### src/rtl/decode_pipe_stage_if.sv
// Fetch, writeback and execute-side signals of decode_pipe_stage.
// The slave modport is the stage itself; master is whoever drives fetch and execute.
interface decode_pipe_stage_if #(
  parameter int DATA_W = 16,
  parameter int RID_W  = 4
);
  logic              in_valid;
  logic              in_ready;
  logic [15:0]       instruction;
  logic [DATA_W-1:0] pc_plus_two;
  logic              wb_en;
  logic [RID_W-1:0]  wb_id;
  logic [DATA_W-1:0] wb_value;
  logic              flush;
  logic              out_valid;
  logic              out_ready;
  logic [DATA_W-1:0] out_rs_value;
  logic [DATA_W-1:0] out_rt_value;
  logic [DATA_W-1:0] out_imm;
  logic [DATA_W-1:0] out_pc_plus_two;
  logic [RID_W-1:0]  out_rs_id;
  logic [RID_W-1:0]  out_rt_id;
  logic [RID_W-1:0]  out_rd_id;
  logic [3:0]        out_opcode;
  logic              out_is_load;
  logic [15:0]       stall_cycles;

  modport slave (
    input  in_valid, instruction, pc_plus_two, wb_en, wb_id, wb_value, flush, out_ready,
    output in_ready, out_valid, out_rs_value, out_rt_value, out_imm, out_pc_plus_two,
           out_rs_id, out_rt_id, out_rd_id, out_opcode, out_is_load, stall_cycles
  );

  modport master (
    output in_valid, instruction, pc_plus_two, wb_en, wb_id, wb_value, flush, out_ready,
    input  in_ready, out_valid, out_rs_value, out_rt_value, out_imm, out_pc_plus_two,
           out_rs_id, out_rt_id, out_rd_id, out_opcode, out_is_load, stall_cycles
  );
endinterface

### src/rtl/decode_pipe_stage.sv
// Decode stage: register-file read, load-use interlock, one-entry output register with hold.
// Define DECODE_WB_BYPASS_EN to forward a same-cycle writeback into captured operands.
module decode_pipe_stage #(
  parameter int         DATA_W      = 16,
  parameter int         REG_COUNT   = 16,
  parameter logic [3:0] LOAD_OPCODE = 4'hA
) (
  input logic                clock,
  input logic                reset_n,
  decode_pipe_stage_if.slave bus
);
  localparam int RID_W = $clog2(REG_COUNT);
  typedef logic [RID_W-1:0] rid_t;

  function automatic rid_t field_id(input logic [3:0] f);
    return rid_t'(f);
  endfunction

  function automatic logic signed [DATA_W-1:0] sext_imm(input logic [3:0] f);
    return {{(DATA_W-4){f[3]}}, f};
  endfunction

  function automatic logic [15:0] sat_inc16(input logic [15:0] v);
    return (v == 16'hFFFF) ? v : v + 16'd1;
  endfunction

  logic signed [DATA_W-1:0] rf [REG_COUNT];

  logic                     vld_p1;
  logic [3:0]               opcode_p1;
  logic                     is_load_p1;
  rid_t                     rs_id_p1, rt_id_p1, rd_id_p1;
  logic signed [DATA_W-1:0] rs_val_p1, rt_val_p1, imm_p1;
  logic [DATA_W-1:0]        pc_p1;
  logic [15:0]              stall_cnt;

  rid_t                     rs_id, rt_id, rd_id;
  logic signed [DATA_W-1:0] rs_cap, rt_cap;
  logic                     wb_hit, hazard, in_ready, accept;

  assign rs_id  = field_id(bus.instruction[11:8]);
  assign rt_id  = field_id(bus.instruction[7:4]);
  assign rd_id  = field_id(bus.instruction[3:0]);
  assign wb_hit = bus.wb_en && (bus.wb_id != '0);

  // A load still in the output register whose target feeds the incoming instruction.
  assign hazard = vld_p1 && is_load_p1 && (rd_id_p1 != '0) && bus.in_valid &&
                  ((rd_id_p1 == rs_id) || (rd_id_p1 == rt_id));
  assign in_ready = reset_n && (bus.flush || ((!vld_p1 || bus.out_ready) && !hazard));
  assign accept   = bus.in_valid && in_ready && !bus.flush;

  always_comb begin
    rs_cap = (rs_id == '0) ? '0 : rf[rs_id];
    rt_cap = (rt_id == '0) ? '0 : rf[rt_id];
`ifdef DECODE_WB_BYPASS_EN
    if (wb_hit && (bus.wb_id == rs_id)) rs_cap = bus.wb_value;
    if (wb_hit && (bus.wb_id == rt_id)) rt_cap = bus.wb_value;
`endif
  end

  // ---- stage p0 -> p1 ----
  always_ff @(posedge clock) begin
    if (!reset_n) begin
      vld_p1     <= 1'b0;
      opcode_p1  <= '0;
      is_load_p1 <= 1'b0;
      rs_id_p1   <= '0;
      rt_id_p1   <= '0;
      rd_id_p1   <= '0;
      rs_val_p1  <= '0;
      rt_val_p1  <= '0;
      imm_p1     <= '0;
      pc_p1      <= '0;
      stall_cnt  <= '0;
      for (int i = 0; i < REG_COUNT; i++) rf[i] <= '0;
    end else begin
      if (wb_hit) rf[bus.wb_id] <= bus.wb_value;

      if (bus.flush) begin
        vld_p1 <= 1'b0;
      end else if (vld_p1 && !bus.out_ready) begin
        // Held operands must not go stale while execute is back-pressuring.
        if (wb_hit && (bus.wb_id == rs_id_p1)) rs_val_p1 <= bus.wb_value;
        if (wb_hit && (bus.wb_id == rt_id_p1)) rt_val_p1 <= bus.wb_value;
      end else begin
        vld_p1 <= accept;
        if (accept) begin
          opcode_p1  <= bus.instruction[15:12];
          is_load_p1 <= (bus.instruction[15:12] == LOAD_OPCODE);
          rs_id_p1   <= rs_id;
          rt_id_p1   <= rt_id;
          rd_id_p1   <= rd_id;
          rs_val_p1  <= rs_cap;
          rt_val_p1  <= rt_cap;
          imm_p1     <= sext_imm(bus.instruction[3:0]);
          pc_p1      <= bus.pc_plus_two;
        end
      end

      if (bus.in_valid && !in_ready && !bus.flush) stall_cnt <= sat_inc16(stall_cnt);
    end
  end

  assign bus.in_ready        = in_ready;
  assign bus.out_valid       = vld_p1;
  assign bus.out_opcode      = opcode_p1;
  assign bus.out_is_load     = is_load_p1;
  assign bus.out_rs_id       = rs_id_p1;
  assign bus.out_rt_id       = rt_id_p1;
  assign bus.out_rd_id       = rd_id_p1;
  assign bus.out_rs_value    = rs_val_p1;
  assign bus.out_rt_value    = rt_val_p1;
  assign bus.out_imm         = imm_p1;
  assign bus.out_pc_plus_two = pc_p1;
  assign bus.stall_cycles    = stall_cnt;
endmodule

### src/flat_wrapper.sv
// flat-port wrapper written by rule: the top's interface ports become plain ports
module decode_pipe_stage_flat 
#(
  parameter int         DATA_W      = 16,
  parameter int         REG_COUNT   = 16,
  parameter logic [3:0] LOAD_OPCODE = 4'hA
)
  (clock, reset_n, bus_in_valid, bus_instruction, bus_pc_plus_two, bus_wb_en, bus_wb_id, bus_wb_value, bus_flush, bus_out_ready, bus_in_ready, bus_out_valid, bus_out_rs_value, bus_out_rt_value, bus_out_imm, bus_out_pc_plus_two, bus_out_rs_id, bus_out_rt_id, bus_out_rd_id, bus_out_opcode, bus_out_is_load, bus_stall_cycles);
  decode_pipe_stage_if #(.DATA_W(DATA_W)) bus_i ();
  input logic clock;
  input logic reset_n;
  input wire logic [$bits(bus_i.in_valid)-1:0] bus_in_valid;
  input wire logic [$bits(bus_i.instruction)-1:0] bus_instruction;
  input wire logic [$bits(bus_i.pc_plus_two)-1:0] bus_pc_plus_two;
  input wire logic [$bits(bus_i.wb_en)-1:0] bus_wb_en;
  input wire logic [$bits(bus_i.wb_id)-1:0] bus_wb_id;
  input wire logic [$bits(bus_i.wb_value)-1:0] bus_wb_value;
  input wire logic [$bits(bus_i.flush)-1:0] bus_flush;
  input wire logic [$bits(bus_i.out_ready)-1:0] bus_out_ready;
  output wire logic [$bits(bus_i.in_ready)-1:0] bus_in_ready;
  output wire logic [$bits(bus_i.out_valid)-1:0] bus_out_valid;
  output wire logic [$bits(bus_i.out_rs_value)-1:0] bus_out_rs_value;
  output wire logic [$bits(bus_i.out_rt_value)-1:0] bus_out_rt_value;
  output wire logic [$bits(bus_i.out_imm)-1:0] bus_out_imm;
  output wire logic [$bits(bus_i.out_pc_plus_two)-1:0] bus_out_pc_plus_two;
  output wire logic [$bits(bus_i.out_rs_id)-1:0] bus_out_rs_id;
  output wire logic [$bits(bus_i.out_rt_id)-1:0] bus_out_rt_id;
  output wire logic [$bits(bus_i.out_rd_id)-1:0] bus_out_rd_id;
  output wire logic [$bits(bus_i.out_opcode)-1:0] bus_out_opcode;
  output wire logic [$bits(bus_i.out_is_load)-1:0] bus_out_is_load;
  output wire logic [$bits(bus_i.stall_cycles)-1:0] bus_stall_cycles;
  assign bus_i.in_valid = bus_in_valid;
  assign bus_i.instruction = bus_instruction;
  assign bus_i.pc_plus_two = bus_pc_plus_two;
  assign bus_i.wb_en = bus_wb_en;
  assign bus_i.wb_id = bus_wb_id;
  assign bus_i.wb_value = bus_wb_value;
  assign bus_i.flush = bus_flush;
  assign bus_i.out_ready = bus_out_ready;
  assign bus_in_ready = bus_i.in_ready;
  assign bus_out_valid = bus_i.out_valid;
  assign bus_out_rs_value = bus_i.out_rs_value;
  assign bus_out_rt_value = bus_i.out_rt_value;
  assign bus_out_imm = bus_i.out_imm;
  assign bus_out_pc_plus_two = bus_i.out_pc_plus_two;
  assign bus_out_rs_id = bus_i.out_rs_id;
  assign bus_out_rt_id = bus_i.out_rt_id;
  assign bus_out_rd_id = bus_i.out_rd_id;
  assign bus_out_opcode = bus_i.out_opcode;
  assign bus_out_is_load = bus_i.out_is_load;
  assign bus_stall_cycles = bus_i.stall_cycles;
  decode_pipe_stage #(.DATA_W(DATA_W), .REG_COUNT(REG_COUNT), .LOAD_OPCODE(LOAD_OPCODE)) u_core (.clock(clock), .reset_n(reset_n), .bus(bus_i));
endmodule
### config.mk
export PLATFORM = sky130hd
export DESIGN_NAME = decode_pipe_stage_flat
export DESIGN_NICKNAME = d
export VERILOG_FILES = /design/src/rtl/decode_pipe_stage_if.sv /design/src/rtl/decode_pipe_stage.sv /design/src/flat_wrapper.sv
export SDC_FILE = /design/constraint.sdc
export NUM_CORES = 1
export LEC_CHECK = 0
export BUFFER_PORTS_ARGS = -buffer_cell sky130_fd_sc_hd__clkbuf_2
export CORE_MARGIN = 1.5
export CORE_UTILIZATION = 30
export CTS_CLUSTER_DIAMETER = 60
export DETAILED_ROUTE_END_ITERATION = 12
export HOLD_SLACK_MARGIN = 0.08
export PLACE_DENSITY = 0.55
export SKIP_CTS_REPAIR_TIMING = 1
export SLEW_MARGIN = 30
export SYNTH_ARGS = -nofsm -noshare
export SYNTH_HDL_FRONTEND = slang
export SYNTH_SLANG_ARGS = --single-unit
### constraint.sdc
create_clock -name clock -period 3 [get_ports clock]
set_input_delay 0.6 -clock clock [delete_from_list [all_inputs] [get_ports clock]]
set_output_delay 0.6 -clock clock [all_outputs]
set_load 0.05 [all_outputs]
After elaboration in Yosys (flattened, before gate mapping). Memory sizes are Yosys's and may differ from the RTL's. Cells that the tools add are included.

Multiplexer cells: 15. Eq/ne operators: 8. Bitwise gates (word level): 4. Reduce and logical (&&, ||, !) cells: 33. Add/subtract/negate cells: 1.

Operators with widths (number): two-way mux 16 bit (9); adder 16 x 1 -> 16 bit (second input constant) (1); equality test 16 bit (second input constant) (1); equality test 4 bit (4); OR reduction 16 bit (1); logical AND 1 bit (14); AND reduction 3 bit (3); logical NOT 4 bit (2); nonzero test 4 bit (2); logical NOT 1 bit (5); two-way mux 1 bit (5); equality test 4 bit (second input constant) (1); two-way mux 4 bit (1); != test 2 bit (second input constant) (2); NOT 1 bit (4); logical OR 1 bit (3); AND reduction 2 bit (1); nonzero test 2 bit (1); OR reduction 2 bit (1).

Logic and storage cells: 73. Flip-flop bits (word level): 86. Memories: 1. Memory bits (writable): 256. Output and inout bits: 99.

Memories: u_core.rf (words 16, width 16, rd ports 2, clocked after memory_dff 0, write ports 16, line decode_pipe_stage.sv:27) `logic signed [DATA_W-1:0] rf [REG_COUNT];`.

Longest topological paths before layout.
Depth after elaboration: 12. Gate-level depth with buffers: 9. Mapped depth without buffers: 6.

Worst setup path after synthesis. OpenSTA, ideal clock, no wires.

Path type: input to output. Start point: input reset_n. End point: output bus_in_ready. Path buffers: 3. Path slack: 154 ps. Stages on the path: 5. Data required time: 2400 ps. Data arrival time: 2246 ps. Cell sequence: buf_2 inv_1 clkbuf_1 buf_1 nor2_1.

Word-level cells in the longest chain between the ends: 1.

RTL lines: from (decl) (line flat_wrapper.sv:11) `input logic reset_n;`; logical AND 1 bit (line decode_pipe_stage.sv:49) `assign in_ready = reset_n && (bus.flush || ((!vld_p1 || bus.out_ready) && !hazard));`; to (decl) (line flat_wrapper.sv:20) `output wire logic [$bits(bus_i.in_ready)-1:0] bus_in_ready;`.

Every way passes these cells.

==> flow_summary_export.csv <==
group,metric,value,unit
worst_setup_path,r2r-end,"u_core.bus.stall_cycles[10]",
timing,maxSlewViolCount,0,
cells_and_area,drive_above_1_share,30.0,%
global_route,grt_max_degree,91,
routing,wl,52600,um
routing,vias,11500,
run,max_cap_violations,0,
global_route,track_usage,17.8,%
routing,ant_nets,0,
cells_and_area,finish.utilization,35.8,%
pwr,vdd_drop_max,0.585,mV
global_route,grt_pass1_vias,11300,
synthesis,synthArstFlopShare,0,%
timing,fin_crit_sh,94.7,%
timing,worst_slew_pin_slew,0.737,ns
placement,io_buffer_count,156,
worst_setup_path,worstSetupPathType,"register to primary output",
routing,avgViaCountPerCell,5.25,
global_route,grt_pass1_wl,77000,um
timing,fin_skew,0.0273,ns
routing,post_drt_wl_per_cell,24.1,um
worst_setup_path,arrival,2.24,ns
synthesis,synth_enable_flop_cells,256,
synthesis,avgSynthCellArea,13.7,um2
floorplan,die-area,0.0584,mm2
synthesis,yosysSeqAreaShare,54.6,%
clock_tree,clock_sinks,338,
worst_setup_path,worstSetupEndpointType,"primary output",
synthesis,ys_warn_count,0,
cells_and_area,nNetsFinal,1458,
routing,first_iter_violations,1209,
placement,gp_congestion,0.843,
hold_path,hold_class,"input port to register",
floorplan,core,0.0564,mm2
timing,rsz0062_at_grt,"no",
worst_setup_path,r2r_slack,0.69,ns
floorplan,die_h,242,um
synthesis,yosys.area_share.simple,14.8,%
clock_tree,root_buffer,"clkbuf_16",
synthesis,synth-seq-cells,338,
worst_setup_path,r2r_start,"u_core.bus.out_imm[3]",
synthesis,synth-compound-area-share,6.03,%
routing,met3WireLength,4770,um
clock_tree,clock_path_buffers,3,
synthesis,synthFlopType,"edfxtp_1",
routing,wirelength_met1,23300,um
synthesis,synthMuxAreaShare,19.9,%
clock_tree,cts_tree,"done",
timing,finalHoldViolCount,0,
timing,hold_slack,0.295,ns
global_route,antenna_found_initial,2,
cells_and_area,num-fill-cells,5479,
timing,setup_ws,0.160,ns
worst_setup_path,ff2ff_path_depth,7,
pwr,leakage,7.20,nW
routing,met2_length,23200,um
routing,drt_pre_antenna_iters,5,
timing,finalSetupTns,0,ns
pwr,fin_total_pwr,11.7,mW
routing,drcViolationCount,0,
synthesis,yosys.area_share.adder,0.0732,%
pwr,power_density,579,mW/mm2
cells_and_area,area_growth_syn_to_layout,18.1,%
timing,period_minus_slack,2.84,ns
routing,highest_layer,"met5",
floorplan,rows,87,
hold_path,min_from,"bus_pc_plus_two[9]",
synthesis,syn_area,0.0171,mm2
hold_path,min_path_cells,3,
timing,relSlewSlack,50.9,%
synthesis,synth_top_family_by_area,"multiplexers",
clock_tree,clk_latency,0.55,ns
synthesis,synth_xor_area_share,0.871,%
clock_tree,htreeDepth,2,
clock_tree,numCtsBuffers,38,
worst_setup_path,cp_max_fo,18,
placement,hpwl,33400,um
timing,setup_viol,0,
placement,pre_cts_ws,0.349,ns
synthesis,netlist-cell-type-count,48,
floorplan,die_x,242,um
run_status,status,"completed",
global_route,grt_overflow,0,
worst_setup_path,required,2.40,ns
hold_path,min_to,"u_core.bus.out_pc_plus_two[9]",
worst_setup_path,critPathLaunchType,"register",
clock_tree,clk_pin_slew,0.06,ns
floorplan,initial_utilization,30.3,%
floorplan,ios,157,
timing,maxClockFrequency,0.352,GHz
synthesis,synthCells,1249,
sequential cells by signal (all words and copies together), names as in the netlist:
name,count
u_core.bus.out_opcode,4
u_core.bus.out_valid,1
u_core.bus.out_rt_value,16
u_core.bus.out_rs_id,4
u_core.bus.stall_cycles,16
u_core.bus.out_imm,4
u_core.rf,256
u_core.bus.out_rs_value,16
u_core.bus.out_pc_plus_two,16
u_core.bus.out_rt_id,4
u_core.bus.out_is_load,1
worst max-delay path: stages (launching register included):
cell	delay (ns)
dfxtp_2	0.53
xnor2_1	0.17
nand4_1	0.19
a211oi_2	0.37
nor2_1	0.07
nor2_1	0.09
nor2_1	0.11
buf_12	0.17
placed cells by master (no fill, tap or decap), types with 3 or more instances in the layout:
master / synthesis / routed
and2_1: 240 / 240
mux4_2: 128 / 128
xor2_1: 5 / 5
clkbuf_16: 0 / 38
nand2b_1: 33 / 33
o211a_1: 8 / 8
nor4_2: 0 / 4
or4_1: 3 / 3
inv_6: 0 / 3
xnor2_1: 12 / 12
nor3_2: 1 / 4
a32oi_1: 8 / 8
a22oi_1: 23 / 23
and3_1: 5 / 5
clkinv_1: 0 / 3
o21ai_2: 0 / 8
nand2_1: 42 / 42
nor3_1: 6 / 3
or3_1: 13 / 13
conb_1: 1 / 16
nand3_1: 11 / 11
edfxtp_1: 256 / 256
buf_4: 29 / 54
mux2i_1: 52 / 52
clkinv_2: 0 / 8
a21oi_1: 29 / 29
clkbuf_2: 1 / 151
o21ai_0: 22 / 13
bufinv_16: 0 / 5
o211ai_1: 34 / 34
nand4_1: 15 / 15
a31o_1: 14 / 14
buf_12: 0 / 10
clkbuf_1: 55 / 7
clkbuf_8: 0 / 3
nor2_1: 62 / 62
dfxtp_1: 82 / 81
per-layer routing:
| layer | vias to the layer above | track usage (%) |
|---|---|---|
| li1 | 5013 | - |
| met5 | - | 0 |
| met1 | 5777 | 25.3 |
| met4 | 4 | 5.40 |
| met3 | 81 | 4.25 |
| met2 | 594 | 26.8 |
metrics by stage:
step / instance area, um2 / cells
5_1_grt: 20200 / 2185
3_3_place_gp: 18900 / 2115
3_5_place_dp: 18900 / 2115
2_1_floorplan: 17100 / 1264
4_1_cts: 20200 / 2185
6_report: 20200 / 2186
cells in the mapped netlist, types with 2 or more instances:
master	n	area share [%]
nand2b_1	33	1.2
and4_1	2	0.10
o21ai_0	22	0.64
nor3_1	6	0.18
and2_1	240	8.8
a32oi_1	8	0.41
buf_1	4	0.088
or4_1	3	0.13
or3_1	13	0.48
a31o_2	2	0.10
buf_6	4	0.26
nor4_1	5	0.18
nand2_1	42	0.92
nor2_1	62	1.4
dfxtp_1	82	9.6
nand3_1	11	0.32
inv_1	2	0.044
buf_4	29	1.3
buf_2	27	0.79
edfxtp_1	256	45
clkbuf_1	55	1.2
mux4_2	128	17
a31o_1	14	0.72
and3_1	5	0.18
nand4_1	15	0.55
xnor2_1	12	0.61
mux2i_1	52	3.0
a21oi_1	29	0.85
xor2_1	5	0.26
o211a_1	8	0.47
o211ai_1	34	1.5
a22oi_1	23	1.0
how the worst max path moves through the flow:
stage / start / to / slack [ns] / cells past startpoint
2_1_floorplan: reset_n / bus_in_ready / 0.15 / 5
3_3_place_gp: bus_wb_id[1] / u_core.bus.out_rt_value[12] / 0.38 / 7
3_5_place_dp: bus_wb_id[1] / u_core.bus.out_rt_value[12] / 0.35 / 7
4_1_cts: u_core.bus.out_imm[3] / bus_in_ready / -0.1 / 6
5_1_grt: u_core.bus.out_imm[3] / bus_in_ready / 0.02 / 7
6_report: u_core.bus.out_imm[3] / bus_in_ready / 0.16 / 7
cells by family (layout without fill, tap and decap cells):
kind of cell | count (synthesis) | count (layout)
other cells | 1 | 17
compound gates | 145 | 145
mux | 180 | 180
flops | 338 | 338
simple gates | 445 | 445
buf+inv | 122 | 287
fa+ha+maj | 1 | 1
xor+xnor | 17 | 17
report_power, final:
part | total (mW) | internal (mW) | switching, mW | leakage, nW
Clock | 4.85 | 2.88 | 1.97 | 0.631
Sequential | 5.43 | 5.28 | 0.151 | 3.11
Combinational | 1.40 | 0.556 | 0.843 | 3.46
Total | 11.7 | 8.72 | 2.97 | 7.20
area by class of cell:
class	instances	area, um2	area share [%]
flip-flops and latches	338	9330	46.2
inverters	2	8.76	0.0434
multi-input cells	804	7260	36.0
repair buffers	215	1360	6.74
well taps	756	946	4.69
clock inverters	20	246	1.22
diodes	1	2.50	0.0124
clock buffers	50	1030	5.12
Power figures use the tool's default switching activity.
